`src/rtl/awg_segment_sequencer.sv`:
```
// Segment scheduler for the waveform engine: plays a programmable table of pulse segments,
// repeating the table a programmed number of times. Optional LMFC alignment: AWG_SEQ_LMFC_ALIGN_EN.
module awg_segment_sequencer #(
    parameter int DEPTH = 16,
    parameter int AW    = 4
) (
    input  logic          sys_clk,
    input  logic          rst,
    input  logic          i_cfg_we,
    input  logic [AW-1:0] i_cfg_addr,
    input  logic [95:0]   i_cfg_data,
    input  logic [AW:0]   i_num_seg,
    input  logic [15:0]   i_loop_cnt,
    input  logic          i_start,
    input  logic          i_stop,
    input  logic          i_dac_ready,
    input  logic          i_dac_lmfc,
    output logic          o_trigger,
    output logic [15:0]   o_valid_amp,
    output logic [15:0]   o_zero_amp,
    output logic [31:0]   o_data_duration,
    output logic [31:0]   o_zero_duration,
    output logic          o_stop,
    output logic          o_busy,
    output logic          o_done,
    output logic          o_cfg_err
);

    typedef enum logic [2:0] {
        S_IDLE,
        S_LOAD,
        S_ARM,
        S_TRIG,
        S_RUN,
        S_NEXT
    } state_e;

    localparam logic [AW:0] DEPTH_L = (AW+1)'(DEPTH);

    state_e        r_state;
    state_e        w_state_nxt;
    logic [95:0]   r_table [DEPTH];
    logic [95:0]   r_rd_data;
    logic [AW-1:0] r_idx;
    logic [AW:0]   r_num_seg;
    logic [15:0]   r_loop_cnt;
    logic [15:0]   r_loops_left;
    logic [32:0]   r_cnt;
    logic [15:0]   r_valid_amp;
    logic [15:0]   r_zero_amp;
    logic [31:0]   r_data_dur;
    logic [31:0]   r_zero_dur;
    logic          r_stop;
    logic          r_cfg_err;

    logic          w_start_ok;
    logic          w_arm_go;
    logic          w_last_seg;
    logic          w_last_pass;
    logic [32:0]   w_sum;
    logic [32:0]   w_seg_len;
    logic          w_trigger;
    logic          w_done;

`ifdef AWG_SEQ_LMFC_ALIGN_EN
    logic [1:0] r_lmfc_sync;
    logic       r_lmfc_prev;

    always_ff @(posedge sys_clk or posedge rst) begin
        if (rst) begin
            r_lmfc_sync <= 2'b00;
            r_lmfc_prev <= 1'b0;
        end else begin
            r_lmfc_sync <= {r_lmfc_sync[0], i_dac_lmfc};
            r_lmfc_prev <= r_lmfc_sync[1];
        end
    end

    assign w_arm_go = i_dac_ready && r_lmfc_sync[1] && !r_lmfc_prev;
`else
    logic w_lmfc_unused;
    assign w_lmfc_unused = i_dac_lmfc;
    assign w_arm_go      = i_dac_ready;
`endif

    assign w_start_ok  = i_start && (i_num_seg != '0) && (i_num_seg <= DEPTH_L);
    assign w_last_seg  = ({1'b0, r_idx} == (r_num_seg - 1'b1));
    assign w_last_pass = (r_loop_cnt != 16'd0) && (r_loops_left == 16'd1);
    assign w_sum       = {1'b0, r_data_dur} + {1'b0, r_zero_dur};
    assign w_seg_len   = (w_sum == 33'd0) ? 33'd1 : w_sum;

    // The trigger cycle counts as the first cycle of the segment, so RUN lasts len-1 cycles.
    // NOTE: every combinational output gets a default first so no path can infer a latch.
    always_comb begin
        w_state_nxt = r_state;
        w_trigger   = 1'b0;
        w_done      = 1'b0;
        case (r_state)
            S_IDLE: if (w_start_ok) w_state_nxt = S_LOAD;
            S_LOAD: w_state_nxt = S_ARM;
            S_ARM:  if (w_arm_go) w_state_nxt = S_TRIG;
            S_TRIG: begin
                w_trigger   = 1'b1;
                w_state_nxt = (w_seg_len == 33'd1) ? S_NEXT : S_RUN;
            end
            S_RUN:  if (r_cnt == 33'd2) w_state_nxt = S_NEXT;
            S_NEXT: begin
                if (w_last_seg && w_last_pass) begin
                    w_done      = !i_stop;
                    w_state_nxt = S_IDLE;
                end else begin
                    w_state_nxt = S_LOAD;
                end
            end
            default: w_state_nxt = S_IDLE;
        endcase
        if (i_stop) w_state_nxt = S_IDLE;
    end

    // NOTE: sequential state uses non-blocking assignments so all registers update together.
    always_ff @(posedge sys_clk or posedge rst) begin
        if (rst) r_state <= S_IDLE;
        else     r_state <= w_state_nxt;
    end

    always_ff @(posedge sys_clk or posedge rst) begin
        if (rst) begin
            r_rd_data    <= '0;
            r_idx        <= '0;
            r_num_seg    <= '0;
            r_loop_cnt   <= '0;
            r_loops_left <= '0;
            r_cnt        <= '0;
            r_valid_amp  <= '0;
            r_zero_amp   <= '0;
            r_data_dur   <= '0;
            r_zero_dur   <= '0;
            r_stop       <= 1'b0;
            r_cfg_err    <= 1'b0;
        end else begin
            r_stop    <= i_stop;
            r_cfg_err <= i_cfg_we && (r_state != S_IDLE);
            case (r_state)
                S_IDLE: begin
                    if (w_start_ok && !i_stop) begin
                        r_num_seg    <= i_num_seg;
                        r_loop_cnt   <= i_loop_cnt;
                        r_loops_left <= i_loop_cnt;
                        r_idx        <= '0;
                    end
                end
                S_LOAD: r_rd_data <= r_table[r_idx];
                S_ARM: begin
                    r_valid_amp <= r_rd_data[95:80];
                    r_zero_amp  <= r_rd_data[79:64];
                    r_data_dur  <= r_rd_data[63:32];
                    r_zero_dur  <= r_rd_data[31:0];
                end
                S_TRIG: r_cnt <= w_seg_len;
                S_RUN:  r_cnt <= r_cnt - 1'b1;
                S_NEXT: begin
                    if (w_last_seg) begin
                        r_idx <= '0;
                        if (r_loop_cnt != 16'd0) r_loops_left <= r_loops_left - 1'b1;
                    end else begin
                        r_idx <= r_idx + 1'b1;
                    end
                end
                default: ;
            endcase
        end
    end

    // NOTE: the segment table is storage, not control state, so it is deliberately left unreset.
    always_ff @(posedge sys_clk) begin
        if (i_cfg_we && (r_state == S_IDLE)) r_table[i_cfg_addr] <= i_cfg_data;
    end

    assign o_trigger       = w_trigger;
    assign o_done          = w_done;
    assign o_busy          = (r_state != S_IDLE);
    assign o_stop          = r_stop;
    assign o_cfg_err       = r_cfg_err;
    assign o_valid_amp     = r_valid_amp;
    assign o_zero_amp      = r_zero_amp;
    assign o_data_duration = r_data_dur;
    assign o_zero_duration = r_zero_dur;

endmodule
```
`config.mk`:
```
export PLATFORM = sky130hd
export DESIGN_NAME = awg_segment_sequencer
export DESIGN_NICKNAME = d
export VERILOG_FILES = /design/src/rtl/awg_segment_sequencer.sv
export SDC_FILE = /design/constraint.sdc
export NUM_CORES = 2
export LEC_CHECK = 0
export BUFFER_PORTS_ARGS = -buffer_cell sky130_fd_sc_hd__buf_2
export CORE_ASPECT_RATIO = 1.25
export CORE_MARGIN = 2
export CORE_UTILIZATION = 66
export DETAILED_ROUTE_END_ITERATION = 6
export MAX_ROUTING_LAYER = met4
export PLACE_DENSITY = 0.9
export SYNTH_ARGS = -nofsm -noshare
export SYNTH_HDL_FRONTEND = slang
export SYNTH_SLANG_ARGS = --single-unit
```
`constraint.sdc`:
```
create_clock -name sys_clk -period 27.3 [get_ports sys_clk]
set_clock_uncertainty 0.15 [all_clocks]
set_input_delay 1.365 -clock sys_clk [delete_from_list [all_inputs] [get_ports sys_clk]]
set_output_delay 1.365 -clock sys_clk [all_outputs]
set_load 0.02 [all_outputs]
```
Yosys cells after proc, flatten, opt, wreduce, memory -nomap -nowiden
Memories as Yosys holds them, arrays and structs flattened. A register that Yosys moved wholly into a read port is not among the register bits.
Index checks and enable logic that the tools add are counted.

storage, ports and cells
  bits in registers = 175
  memory bits (writable) = 1536
  input port bits = 128
  output and inout port bits = 101
  memories = 1

cells by class
  $add $sub $neg = 5
  order comparisons = 1
  equal/unequal tests = 15
  mux-type cells = 21
  reductions and logical operators = 19

memory list
  name     words  bits a word  read ports  clocked after Yosys merged registers in  wr ports  RTL line  text
  r_table  16     96           1           1                                        1         42        logic [95:0] r_table [DEPTH];

operators by type and width
  operator                                                                 number
  33-bit case mux with 2 select lines                                      1
  16-bit two-way mux                                                       3
  32-bit by 32-bit adder with 33-bit output                                1
  33-bit by 1-bit equality test with 1-bit output (second input constant)  1
  33-bit by 2-bit equality test with 1-bit output (second input constant)  1
  33-bit zero test                                                         1
  33-bit two-way mux                                                       1
  33-bit by 1-bit subtractor with 33-bit output (second input constant)    1
  16-bit case mux with 2 select lines                                      1
  3-bit case mux with 6 select lines                                       1
  16-bit by 1-bit equality test with 1-bit output (second input constant)  1
  16-bit nonzero test                                                      1
  16-bit by 1-bit subtractor with 16-bit output (second input constant)    1
  3-bit two-way mux                                                        4
  3-bit inequality test (second input constant)                            3
  4-bit two-way mux                                                        2
  4-bit case mux with 2 select lines                                       1
  1-bit logical AND                                                        7
  1-bit two-way mux                                                        7
  3-bit by 2-bit equality test with 1-bit output (second input constant)   2
  3-bit equality test (second input constant)                              2
  2-bit inequality test (second input constant)                            3
  4-bit by 5-bit equality test with 1-bit output                           1
  5-bit <= comparator (second input constant)                              1
  other kinds (11)                                                         13

Depth between registers and ports, before layout
  word-level depth = 7
  mapped depth = 13
  mapped depth without buffers = 12

Worst setup path after synthesis
No wires, ideal clock.

  kind = input to register
  start point = in i_cfg_addr[1]
  end point = mem r_table[0][0], enable pin
  arrival = 8294 ps
  data required time = 26480 ps
  slack = 18186 ps
  stages = 2
  cells stage by stage = or3_1 -> nor3_1

RTL lines
  what                RTL line  text
  start: declaration  10        input logic [AW-1:0] i_cfg_addr,
  end: declaration    42

No word-level cell before the write port.

==> impl_metrics.py <==
metrics = {
    "status": {
        "outcome": "finished with violations",
        "violations": "DRC",
    },
    "sta": {
        "slew-limit-headroom_pct": 16.5,
        "period_share_pct": 19.7,
        "max_slew.worst_pin.slew_ns": 1.25,
        "slew_viol_final": 0,
        "fin_setup_tns_ns": 0,
        "finalCriticalPeriod_ns": 5.38,
        "whs_ns": 0.353,
        "setup_viol_count_final": 0,
        "hold_viol": 0,
        "rsz0062_at_grt": "no",
        "fmax_mhz": 186,
    },
    "cts": {
        "worst_skew_pair.late_latency_ns": 0.80,
        "clk_pin_slew_worst_paths_ns": 0.06,
        "hold_buffers": 0,
        "post_cts_buffers": 0,
        "clockRootBuffer": "clkbuf_16",
        "cts.sinks": 1807,
        "ctsResizeCount": 0,
        "cts_tree": "built",
        "cts-htree-levels": 4,
        "numCtsBuffers": 161,
        "cts_buffer_depth": 3,
    },
    "worst_setup_path": {
        "cp_data_arrival_time_ns": 5.88,
        "ff2ff_setup_slack_ns": 21.92,
        "crit_path_start_kind": "register",
        "crit_end": "r_rd_data[69]$_DFFE_PP0N_",
        "cp_max_fo": 69,
        "end_kind": "register",
        "cp.required_ns": 27.80,
        "timing.rr.end": "r_rd_data[69]$_DFFE_PP0N_",
        "rr_startpoint": "r_idx[1]$_DFFE_PP0P_",
        "reg2reg_depth": 6,
        "path_class": "register to register",
        "startpoint": "r_idx[1]$_DFFE_PP0P_",
    },
    "yosys": {
        "synth_area_per_cell_um2": 21.2,
        "synth_area_mm2": 0.0709,
        "ys.warnings.count": 0,
        "ys_seq_elements": 1807,
        "synthDistinctLibCells": 71,
        "synth_edf_count": 1536,
        "async_flop_share_pct": 15.0,
        "syn_nets": 3504,
        "syn_inst": 3337,
        "synth_ff_type": "edfxtp_1",
        "synth-seq-area-share_pct": 74.7,
    },
    "grt": {
        "grt_pass1_wl_um": 286000,
        "antenna_found_initial": 35,
        "grt_use_total_pct": 38.3,
        "grt_max_degree": 122,
        "grt_overflow_total": 0,
        "grt_pass1_vias": 39300,
    },
    "die": {
        "core_area_mm2": 0.107,
        "die_x_um": 297,
        "ioPinCount": 229,
        "fp.dieArea_mm2": 0.110,
        "chipHeight_um": 370,
        "start_util_pct": 66.5,
        "rows": 134,
    },
    "power": {
        "p_leak_nw": 25.8,
        "cellPowerDensity_mw_per_mm2": 98.8,
        "clock_power_share_pct": 30.1,
        "swShare_pct": 31.2,
        "p_comb_share_pct": 24.4,
        "netSwitchingPower_w": 0.00244,
        "internal_power_w": 0.00539,
        "irDropWorstVdd_uv": 88.4,
        "p_seq_share_pct": 45.5,
    },
    "cells_and_area": {
        "fin_util_pct": 74.4,
        "stdcell_count": 5215,
        "syn_to_final_growth_pct": 11.9,
        "mostFrequentLayoutCell": "edfxtp_1",
        "postLayoutCellArea_mm2": 0.0793,
        "mostFrequentLayoutCells": "edfxtp_1, mux4_2, dfrtp_1, buf_2, mux2_2",
        "drive_gt1_share_pct": 33.6,
        "fin_nets": 3777,
    },
    "route": {
        "first_pass_iters": 7,
        "vias_per_cell": 7.45,
        "first_iter_violations": 6521,
        "drc": 262,
        "vias": 38900,
        "avgRoutedWirePerCell_um": 39.3,
        "wirelength_um": 205000,
        "ant_nets": 0,
    },
    "place": {
        "post_dp_cell_area_mm2": 0.0738,
        "dp_hpwl_um": 98800,
        "dpl.cell_count": 4875,
        "port-buffer-count": 227,
        "gp_congestion": 0.966,
    },
    "job": {
        "maxCapViolCount": 0,
    },
    "min_path": {
        "holdCritPathClass": "register to register",
    },
}
[cells in the mapped netlist (all sizes together), types with 10 or more instances]
cell    count  area share, %
o21ai      78           0.55
xor2       18           0.22
ha         38           0.67
nand3      24           0.17
a21oi      75           0.54
buf        60           0.37
nor4       18           0.16
xnor2      18           0.22
inv        14          0.074
dfrtp     271            9.6
a31oi      11          0.097
nor3       37           0.27
edfxtp   1536             65
nand2      70           0.37
a21o       13           0.14
and2       10          0.094
mux4      480             15
mux2      214            3.4
nand4      13           0.11
clkbuf    106           0.56
nor2       93           0.49
[final cells by class]
class | instances | area, um^2
Tap cell | 1428 | 1790
Clock buffer | 214 | 4590
Sequential cell | 1807 | 52900
Multi-Input combinational cell | 1349 | 17400
Fill cell | 5363 | 27300
Clock inverter | 88 | 825
Antenna cell | 38 | 95.1
Inverter | 15 | 63.8
Timing Repair Buffer | 276 | 1650
[cell families (layout without fill, tap and decap cells)]
logic type,count (synthesis),after routing,share of synthesized area (%)
AO/OA/AOI/OAI,245,245,2.14
buffers and inverters,181,593,1.01
other,0,38,0
multiplexers,698,698,18.7
adder cells (fa/ha/maj),39,39,0.699
flip-flops,1807,1807,74.7
AND/OR/NAND/NOR,331,331,2.33
XOR/XNOR,36,36,0.445
[power by group through the flow]
stage	Sequential [W]	Clock (W)	Combinational, W
6_report	0.00356	0.00236	0.00191
5_1_grt	0.00356	0.00246	0.00200
4_1_cts	0.00353	0.00235	0.00186
3_5_place_dp	0.00357	0	0.00179
3_3_place_gp	0.00355	0	0.00170
2_1_floorplan	0.00352	0	0.00125
[layer usage]
layer | track usage [%] | routed length (um)
met5 | - | 0
met4 | 22.1 | 13700
met3 | 8.84 | 24000
met2 | 60.1 | 101000
met1 | 46.6 | 65800
[worst max-delay path, stage by stage (launching register included)]
cell	delay, ns
dfrtp_4	0.89
buf_4	0.86
buf_4	0.94
buf_4	0.85
mux4_2	0.47
mux4_2	0.54
mux2_2	0.31
[per-stage QoR]
step                      setup WS [ns]  total power, W
after floorplan                   18.19         0.00477
after global placement            22.24         0.00525
after detailed placement          22.16         0.00536
after CTS                         22.10         0.00775
after global routing              21.92         0.00802
final                             21.92         0.00783
[how the worst min path moves through the flow]
stage	startpoint	end	slack, ns	cells past startpoint
2_1_floorplan	r_loops_left[10]$_DFFE_PP0P_	r_loops_left[10]$_DFFE_PP0P_	0.31	2
3_3_place_gp	r_rd_data[13]$_DFFE_PP0N_	r_rd_data[13]$_DFFE_PP0N_	0.33	1
3_5_place_dp	o_valid_amp[6]$_DFFE_PP0P_	o_valid_amp[6]$_DFFE_PP0P_	0.34	1
4_1_cts	r_rd_data[9]$_DFFE_PP0N_	r_rd_data[9]$_DFFE_PP0N_	0.35	1
5_1_grt	r_rd_data[9]$_DFFE_PP0N_	r_rd_data[9]$_DFFE_PP0N_	0.37	1
6_report	r_rd_data[9]$_DFFE_PP0N_	r_rd_data[9]$_DFFE_PP0N_	0.35	1
[registers in the layout, indices dropped and copies added (netlist names)]
signal / flops
o_zero_duration: 32
r_loop_cnt: 16
o_valid_amp: 16
r_rd_data: 96
r_table: 1536
r_cnt: 33
r_num_seg: 5
r_state: 3
o_cfg_err: 1
o_data_duration: 32
o_stop: 1
r_idx: 4
r_loops_left: 16
o_zero_amp: 16
(Power assumes the default switching activity.)
